## src/rtl/sprite_pal_pkg.sv

```systemverilog
// sprite_pal_pkg: shared types and constants for the sprite palette engine.
package sprite_pal_pkg;
    typedef struct packed {
        logic [3:0] r;
        logic [3:0] g;
        logic [3:0] b;
    } rgb_t;
    typedef enum logic [1:0] {IDLE, FADE_OUT, FADE_IN} fade_state_t;
    localparam logic [3:0] FULL_LEVEL = 4'hF;
    localparam rgb_t DEFAULT_PAL [8] = '{
        12'h000, 12'h0E1, 12'hECA, 12'h04E, 12'hE30, 12'h776, 12'h080, 12'h610
    };
endpackage

```

## src/rtl/sprite_pal_scale.sv

```systemverilog
// sprite_pal_scale: scales one 4-bit colour channel by brightness (level+1)/16.
module sprite_pal_scale (
    input  logic [3:0] c,
    input  logic [3:0] level,
    output logic [3:0] y
);
    logic [3:0] unused_lsb;
    assign {y, unused_lsb} = {4'b0, c} * ({4'b0, level} + 8'd1);
endmodule

```

## src/rtl/sprite_palette_engine.sv

```systemverilog
// sprite_palette_engine: banked writable palette, frame-stepped fade, 2-cycle registered lookup.
// Optional damage flash enabled by defining SPRITE_PAL_FLASH_EN.
module sprite_palette_engine
    import sprite_pal_pkg::*;
#(
    parameter int IDX_W    = 3,
    parameter int BANKS    = 4,
    parameter int FADE_DIV = 2
) (
    input  logic                     Clk,
    input  logic                     Reset_n,
    input  logic                     frame_start,
    input  logic                     pix_valid,
    input  logic [$clog2(BANKS)-1:0] pix_bank,
    input  logic [IDX_W-1:0]         pix_index,
    input  logic                     wr_en,
    input  logic [$clog2(BANKS)-1:0] wr_bank,
    input  logic [IDX_W-1:0]         wr_index,
    input  logic [11:0]              wr_rgb,
    input  logic                     fade_req,
    input  logic                     fade_dir,
    input  logic                     flash_trig,
    input  logic [5:0]               flash_frames,
    output logic                     out_valid,
    output logic [3:0]               red,
    output logic [3:0]               green,
    output logic [3:0]               blue,
    output logic                     transparent,
    output logic [3:0]               fade_level,
    output logic                     fade_busy,
    output logic                     fade_done,
    output logic                     flash_active
);
    localparam int CW = $clog2(FADE_DIV + 1);

    rgb_t        pal [BANKS][2**IDX_W];
    rgb_t        s1_rgb, s2_rgb;
    logic        s1_valid, s1_tr, flash_on;
    logic [3:0]  sr, sg, sb, level_n, tgt;
    logic [CW-1:0] cnt, cnt_n;
    fade_state_t state, state_n;
    logic        done_n;

    // Array read is registered alongside the write, so same-entry read sees old data.
    always_ff @(posedge Clk or negedge Reset_n) begin
        if (!Reset_n) begin
            for (int b = 0; b < BANKS; b++)
                for (int i = 0; i < 2**IDX_W; i++)
                    pal[b][i] <= (i < 8) ? DEFAULT_PAL[i % 8] : '0;
            s1_valid <= 1'b0;
            s1_tr    <= 1'b0;
            s1_rgb   <= '0;
        end else begin
            if (wr_en) pal[wr_bank][wr_index] <= wr_rgb;
            s1_valid <= pix_valid;
            s1_tr    <= (pix_index == '0);
            s1_rgb   <= pal[pix_bank][pix_index];
        end
    end

    sprite_pal_scale u_r (.c(s1_rgb.r), .level(fade_level), .y(sr));
    sprite_pal_scale u_g (.c(s1_rgb.g), .level(fade_level), .y(sg));
    sprite_pal_scale u_b (.c(s1_rgb.b), .level(fade_level), .y(sb));

    assign s2_rgb = s1_tr ? '0 : flash_on ? 12'hFFF : {sr, sg, sb};

    always_ff @(posedge Clk or negedge Reset_n) begin
        if (!Reset_n) begin
            out_valid   <= 1'b0;
            transparent <= 1'b0;
            {red, green, blue} <= '0;
        end else begin
            out_valid   <= s1_valid;
            transparent <= s1_tr;
            {red, green, blue} <= s2_rgb;
        end
    end

    assign tgt = (state == FADE_IN) ? FULL_LEVEL : 4'h0;

    always_comb begin
        state_n = state;
        level_n = fade_level;
        cnt_n   = cnt;
        done_n  = 1'b0;
        if (state == IDLE) begin
            if (fade_req) begin
                state_n = fade_dir ? FADE_IN : FADE_OUT;
                cnt_n   = '0;
            end
        end else if (frame_start) begin
            cnt_n = (cnt == CW'(FADE_DIV - 1)) ? '0 : cnt + 1'b1;
            if (cnt == CW'(FADE_DIV - 1)) begin
                level_n = (fade_level == tgt) ? fade_level :
                          (state == FADE_IN) ? fade_level + 4'd1 : fade_level - 4'd1;
                if (level_n == tgt) begin
                    state_n = IDLE;
                    done_n  = 1'b1;
                end
            end
        end
    end

    always_ff @(posedge Clk or negedge Reset_n) begin
        if (!Reset_n) begin
            state      <= IDLE;
            fade_level <= FULL_LEVEL;
            cnt        <= '0;
            fade_done  <= 1'b0;
        end else begin
            state      <= state_n;
            fade_level <= level_n;
            cnt        <= cnt_n;
            fade_done  <= done_n;
        end
    end

    assign fade_busy = (state != IDLE);

`ifdef SPRITE_PAL_FLASH_EN
    logic [5:0] flash_cnt;
    always_ff @(posedge Clk or negedge Reset_n) begin
        if (!Reset_n) flash_cnt <= '0;
        else if (flash_trig) flash_cnt <= flash_frames;
        else if (frame_start && flash_cnt != '0) flash_cnt <= flash_cnt - 6'd1;
    end
    assign flash_on     = flash_cnt[0];
    assign flash_active = |flash_cnt;
`else
    logic unused_flash;
    assign unused_flash = ^{flash_trig, flash_frames};
    assign flash_on     = 1'b0;
    assign flash_active = 1'b0;
`endif
endmodule

```

## config.mk

```make
export PLATFORM = sky130hd
export DESIGN_NAME = sprite_palette_engine
export DESIGN_NICKNAME = d
export VERILOG_FILES = /design/src/rtl/sprite_pal_pkg.sv /design/src/rtl/sprite_pal_scale.sv /design/src/rtl/sprite_palette_engine.sv
export SDC_FILE = /design/constraint.sdc
export NUM_CORES = 1
export LEC_CHECK = 0
export ABC_AREA = 0
export CORE_MARGIN = 5
export CORE_UTILIZATION = 64
export CTS_BUF_LIST = sky130_fd_sc_hd__clkbuf_4 sky130_fd_sc_hd__clkbuf_8
export CTS_CLUSTER_DIAMETER = 30
export DETAILED_ROUTE_END_ITERATION = 7
export GPL_TIMING_DRIVEN = 0
export PLACE_DENSITY = 0.82
export SLEW_MARGIN = 5
export SYNTH_ARGS = -nofsm -noshare
export SYNTH_HDL_FRONTEND = slang
export SYNTH_SLANG_ARGS = --single-unit
```

## constraint.sdc

```tcl
create_clock -name Clk -period 4.5 [get_ports Clk]
set_clock_uncertainty 0.15 [all_clocks]
set_input_delay 0.45 -clock Clk [delete_from_list [all_inputs] [get_ports Clk]]
set_output_delay 0.45 -clock Clk [all_outputs]
set_load 0.02 [all_outputs]
```

==> results_dict.tcl, run 1 <==
set metrics [dict create \
    status "finished clean" \
    worstReg2RegEnd "green[3]" \
    buffer_cell_driving_the_clock_tree_root "clkbuf_8" \
    antenna_violations_before_repair 1 \
    setup_total_negative_slack_ps 0 \
    core_area_sq_mm 0.0314 \
    worstHoldEndpoint "s1_valid" \
    timing.critical_path.arrival_ps 4440 \
    unique_cell_type_count_in_the_yosys_netlist 42 \
    detailedRoute.firstPassIterationCount 7 \
    crit_chain "ha_1, xor2_1, clkbuf_2, nand2_1, fa_1, fa_1, inv_1, ha_1, and4_1, a21o_1, a21oi_1, o21ai_0, xnor2_1, nor2_1" \
    vias 12000 \
    end_kind "flip-flop" \
    path_delay_family "adder cells" \
    grt_pass1_wl_um 75900 \
    route.detailed.drc 0 \
    post-synth-top-area-cell "dfrtp_1" \
    cts_inserted_buffers 93 \
    synth_top_flop_cell "dfrtp_1" \
    path_buf_inv 2 \
    die_width_um 188 \
    final_min_period_over_clock_period_pct 91.3 \
    yosys-top-cells-area "dfrtp_1 36%, mux2_2 22%, dfstp_2 17%" \
    globalRouteMet3Util_pct 6.12 \
    ff2ff_setup_slack_ps 390 \
    synth.net_count 1406 \
    critPathSlowestCell "dfstp_2" \
    global_route.usage.total_pct 28.0 \
    detail_route.wl_per_cell_um 24.5 \
    cellPowerDensity_mw_per_mm2 567 \
    met2_usage_pct 46.8 \
    hold_depth 1 \
    postRouteWirelength_um 47700 \
    leakage_nw 10.4 \
    maxCapViolCount 0 \
    max_slew.worst_pin.slew_ps 1270 \
    clk-insertion-delay-late_ps 650 \
    vias_per_cell 6.17 \
    antenna-diode-count 0 \
    unrepaired_setup_endpoints_after_global_routing "false" \
    hold_viol 0 \
    placedCellCount 1773 \
    final_cells 1949 \
    ir_drop_uv 346 \
    yosysWarningCount 0 \
    areaGrowthSynthToFinish_pct 17.2 \
    ctsLongestPathBuffers 3 \
    async_reset_ff_share_pct 100 \
    port_buffers 44 \
    synth_seq_cells 421 \
    path_class "flip-flop to flip-flop" \
    globalRouteMet1Util_pct 36.3 \
    synth.most_common_cell "mux2_2" \
    critical-path-max-stage-delay_ps 610 \
    fin_area_sq_mm 0.0238 \
    core_rows 65 \
    worst_slew_margin_rel_pct 15.1 \
    report.final.setup_viol 0 \
    fmaxAchievable_ghz 0.243 \
    area_of_the_die_sq_mm 0.0353 \
    timing.hold.worst.class "input port to flip-flop" \
    synth_sequential_area_ratio_pct 52.8 \
    gp_routability_congestion 0.808 \
    grt_start_max_net_pins 125 \
    numClockSinks 421 \
    timing.hold.worst.start "pix_valid" \
    clkSlewWorstSetupHoldPaths_ps 50 \
    synth.top_cell.area_share_pct 35.7 \
    netlist_top_cells_count "397 x mux2_2, 289 x dfrtp_1, 132 x dfstp_2" \
    fin_crit_ps 4110 \
    timing.hold.ws_ps 105 \
    worst_r2r_startpoint "fade_level[1]" \
    top_level_ports 57 \
    tritoncts "done" \
    drtIter0Drc 822 \
    first_global_vias 13400 \
    startpoint_type "flip-flop" \
    drive_above_1_share_pct 55.0 \
    detailedPlacementHpwl_um 32400 \
    grt_overflow 0 \
    htree_num_levels 3 \
    fin_nets 1549 \
    floorplan.initialDensity_pct 64.6 \
    timing.final.max_slew_violations 0 \
    grt_most_used_layer "met2" \
    layout_setup_ws_ps 392 \
    critical_path_peak_fanout 10 \
    synth_edf_count 0 \
    die_y_um 188 \
    post_dp_cell_area_sq_mm 0.0213 \
    detail-route-antenna-nets 0 \
    timing.critical_path.required_ps 4830 \
    postSynthCellCount 1324 \
    syn-mean-instance-area_sq_um 15.3 \
    syn_area_sq_mm 0.0203 \
    dpl_worst_slack_ps 269 \
    worst-r2r-cell-count 14 \
]
stage by stage:
| step | utilization [%] | total power [mW] |
|---|---|---|
| 2_1_floorplan | - | 7.18 |
| 3_3_place_gp | 67.6 | 7.91 |
| 3_5_place_dp | 67.9 | 8.08 |
| 4_1_cts | 75.7 | 13.5 |
| 5_1_grt | 75.7 | 14.1 |
| 6_report | 75.7 | 13.5 |
report_power, final:
group | internal (mW) | leakage [nW] | total (mW) | switching, mW
sequential | 4.74 | 5.08 | 5.17 | 0.434
combinational | 1.52 | 4.06 | 2.90 | 1.38
clock | 3.56 | 1.24 | 5.40 | 1.84
total | 9.81 | 10.4 | 13.5 | 3.66
registers in the layout, summed over array words and instances (netlist names), 2 cells and up:
register    count
blue            4
cnt             2
fade_level      4
green           4
pal           384
red             4
s1_rgb         12
state           2
placed cells by master, fill, tap and decap left out, types with 4 or more instances in the layout:
master,instances
mux2_2,397
dfrtp_1,289
dfstp_2,132
mux4_2,120
clkbuf_8,110
clkbuf_1,82
nand2_1,48
clkdlybuf4s50_1,43
nor2_1,35
ha_1,30
and2_1,29
inv_1,26
bufinv_16,20
xnor2_1,19
clkbuf_4,18
fa_1,16
clkinv_2,12
o21ai_0,11
buf_2,10
a21oi_1,10
clkinvlp_4,8
nand3_1,6
buf_1,6
buf_6,5
xor2_1,4
nor2b_1,4
o211ai_1,4
nor3b_1,4
nand3b_1,4
cell families (layout without fill, tap and decap cells):
logic type / count (synthesis) / after routing / synth area share, %
muxes: 518 / 518 / 35.4
DFF: 421 / 421 / 52.8
and+or+nand+nor: 145 / 145 / 3.50
buffers and inverters: 133 / 356 / 2.73
adders and majority gates: 46 / 46 / 3.43
AOI/OAI and AO/OA: 37 / 37 / 1.12
xor gates and xnor gates: 23 / 23 / 0.994
other: 1 / 1 / 0.0185
final cells by class:
| type | count | area (sq um) |
|---|---|---|
| Clock inverter | 47 | 792 |
| Clock buffer | 128 | 1650 |
| Buffer | 106 | 454 |
| Fill cell | 1874 | 7630 |
| Multi-Input combinational cell | 770 | 9020 |
| Sequential cell | 421 | 10700 |
| Tap cell | 402 | 503 |
| Timing Repair Buffer | 48 | 538 |
| Inverter | 27 | 101 |
worst max-delay path by stage:
stage / start / end / slack, ps / cells past startpoint
CTS: fade_level[1] / blue[3] / 240 / 14
detailed placement: fade_level[1] / green[3] / 270 / 14
global route: fade_level[1] / blue[3] / 160 / 14
global placement: Reset_n / pal[102] / -14890 / 1
floorplan: fade_level[1] / green[3] / 680 / 14
finish: fade_level[1] / green[3] / 390 / 14
per-layer routing:
metal | share of wire (%) | up-vias
met5 | 0 | -
met4 | 3.1 | 0
met3 | 5.7 | 114
met2 | 51 | 385
met1 | 40 | 6388
li1 | - | 5143
timing repair:
action	CTS	global route
setup endpoints to repair	0	2
hold buffers	1	0
buffers inserted	0	0
resized for setup	0	3
endpoints found under the hold margin	80	0
No activity file was read; power rests on OpenSTA's default activity.
==> run 2: changes to the inputs <==
--- a/config.mk
+++ b/config.mk
@@ -6,13 +6,13 @@
 export NUM_CORES = 1
 export LEC_CHECK = 0
 export ABC_AREA = 0
-export CORE_MARGIN = 5
-export CORE_UTILIZATION = 64
+export CORE_MARGIN = 1.5
+export CORE_UTILIZATION = 60
 export CTS_BUF_LIST = sky130_fd_sc_hd__clkbuf_4 sky130_fd_sc_hd__clkbuf_8
 export CTS_CLUSTER_DIAMETER = 30
 export DETAILED_ROUTE_END_ITERATION = 7
 export GPL_TIMING_DRIVEN = 0
-export PLACE_DENSITY = 0.82
+export PLACE_DENSITY = 0.78
 export SLEW_MARGIN = 5
 export SYNTH_ARGS = -nofsm -noshare
 export SYNTH_HDL_FRONTEND = slang
==> results_dict.tcl, run 2 (synthesis gave the netlist of run 1 again) <==
set metrics [dict create \
    post_dp_cell_area_sq_mm 0.0214 \
    report.final.setup_viol 0 \
    antenna_violations_before_repair 2 \
    buffer_cell_driving_the_clock_tree_root "clkbuf_8" \
    grt_start_max_net_pins 119 \
    timing.critical_path.arrival_ps 4460 \
    startpoint_type "flip-flop" \
    critical_path_peak_fanout 10 \
    final_cells 1994 \
    route.detailed.drc 0 \
    max_slew.worst_pin.slew_ps 1330 \
    detail-route-antenna-nets 0 \
    cts_inserted_buffers 92 \
    post_cts_buffers 0 \
    cellPowerDensity_mw_per_mm2 553 \
    total_power_mw 13.1 \
    top_level_ports 57 \
    unrepaired_setup_endpoints_after_global_routing "false" \
    status "finished clean" \
    core_area_sq_mm 0.0334 \
    leakage_nw 10.3 \
    fin_area_sq_mm 0.0237 \
    fmaxAchievable_ghz 0.243 \
    vias 12100 \
    tritoncts "done" \
    clkSlewWorstSetupHoldPaths_ps 50 \
    vias_per_cell 6.05 \
    numClockSinks 421 \
    hold_viol 0 \
    detailedRoute.firstPassIterationCount 4 \
    timing.final.max_slew_violations 0 \
    port_buffers 44 \
    global_route.usage.total_pct 29.1 \
    core_rows 67 \
    largestRegisters "pal (384), s1_rgb (12)" \
    gp_routability_congestion 0.817 \
    drtIter0Drc 822 \
    most-common-layout-cells "397 x mux2_2, 289 x dfrtp_1, 132 x dfstp_2" \
    ir_drop_uv 348 \
    area_of_the_die_sq_mm 0.0349 \
    largest_register_ff_count 384 \
    areaGrowthSynthToFinish_pct 16.8 \
    fin_crit_ps 4110 \
    fin_nets 1548 \
    final_min_period_over_clock_period_pct 91.4 \
    clk-insertion-delay-late_ps 640 \
    worst_slew_margin_rel_pct 11.4 \
    largest_register "pal" \
    placedCellCount 1819 \
    timing.hold.worst.class "input port to flip-flop" \
    drive_above_1_share_pct 55.0 \
    floorplan.initialDensity_pct 60.8 \
    timing.critical_path.required_ps 4840 \
    end_kind "flip-flop" \
    htree_num_levels 3 \
    grt_overflow 0 \
    die_y_um 187 \
    grt_pass1_wl_um 77000 \
    ctsLongestPathBuffers 3 \
    detail_route.wl_per_cell_um 24.0 \
    path_class "flip-flop to flip-flop" \
    first_global_vias 13200 \
    fin_util_pct 71.0 \
    die_width_um 187 \
    maxCapViolCount 0 \
    antenna-diode-count 0 \
    layout_commonest_cell "mux2_2" \
    detailedPlacementHpwl_um 32800 \
    postRouteWirelength_um 48000 \
]
==> run 2: changes by cell type in the layout (fill, tap and decap cells not counted), sizes merged <==
cell / previous run / this run
clkinvlp: 8 / 7
clkinv: 16 / 12
inv: 30 / 29
bufinv: 20 / 13
clkbuf: 212 / 224
==> run 2: where the power goes <==
part	switching (mW)	total, mW	internal (mW)
clock	1.76	5.05	3.29
combinational	1.38	2.90	1.51
sequential	0.415	5.16	4.74
==> run 2: routing by layer <==
metal | part of all wire [%] | wire [um] | GRT usage [%] | up-vias
met5 | 0 | 0 | 0 | -
met4 | 1.8 | 860 | 7.91 | 0
met3 | 5.0 | 2410 | 5.44 | 63
met2 | 49 | 23400 | 46.7 | 354
met1 | 44 | 21300 | 41.3 | 6497
li1 | - | - | - | 5146
==> run 2: critical path: stages (launching register included) <==
cell      delay [ps]
dfstp_2          600
ha_1             190
xor2_1           300
clkbuf_2         290
nand2_1          110
fa_1             510
fa_1             500
inv_1             40
ha_1             250
and4_1           170
a21o_1           190
a21oi_1          270
o21ai_0          180
xnor2_1          170
nor2_1            50
==> run 2: final timing paths <==
| check | start | endpoint | slack (ps) | cells after the start |
|---|---|---|---|---|
| setup / recovery | fade_level[1] | blue[3] | 390 | 14 |
| hold / removal | pix_valid | s1_valid | 100 | 1 |
| setup reg to reg | fade_level[1] | blue[3] | 390 | 14 |
| hold reg to reg | s1_valid | out_valid | 200 | 0 |
| max in group asynchronous | Reset_n | pal[297] | 1940 | 5 |
| min in group asynchronous | Reset_n | pal[361] | 360 | 2 |
==> run 2: layout make-up <==
| cell class | count | area (sq um) |
|---|---|---|
| timing repair buffer | 48 | 538 |
| sequential | 421 | 10700 |
| fill | 2270 | 9680 |
| buffer | 106 | 454 |
| clock inverter | 34 | 524 |
| tap | 448 | 561 |
| multi-input combinational | 770 | 9020 |
| clock buffer | 140 | 1780 |
| inverter | 27 | 101 |
==> run 2: per-stage QoR <==
| step | hold WS [ps] | TNS [ps] | worst slack [ps] |
|---|---|---|---|
| after floorplan | 4.41 | 0 | 680 |
| after global placement | 184 | -5522010 | -14840 |
| after detailed placement | 186 | 0 | 211 |
| after CTS | 65.1 | 0 | 217 |
| after global routing | 87.3 | 0 | 74.4 |
| final | 95.2 | 0 | 385 |
==> run 2: repair_timing <==
item / CTS / global route
endpoints found under the hold margin: 82 / 0
setup endpoints to repair: 0 / 3
hold buffers: 1 / 0
resized for setup: 0 / 3
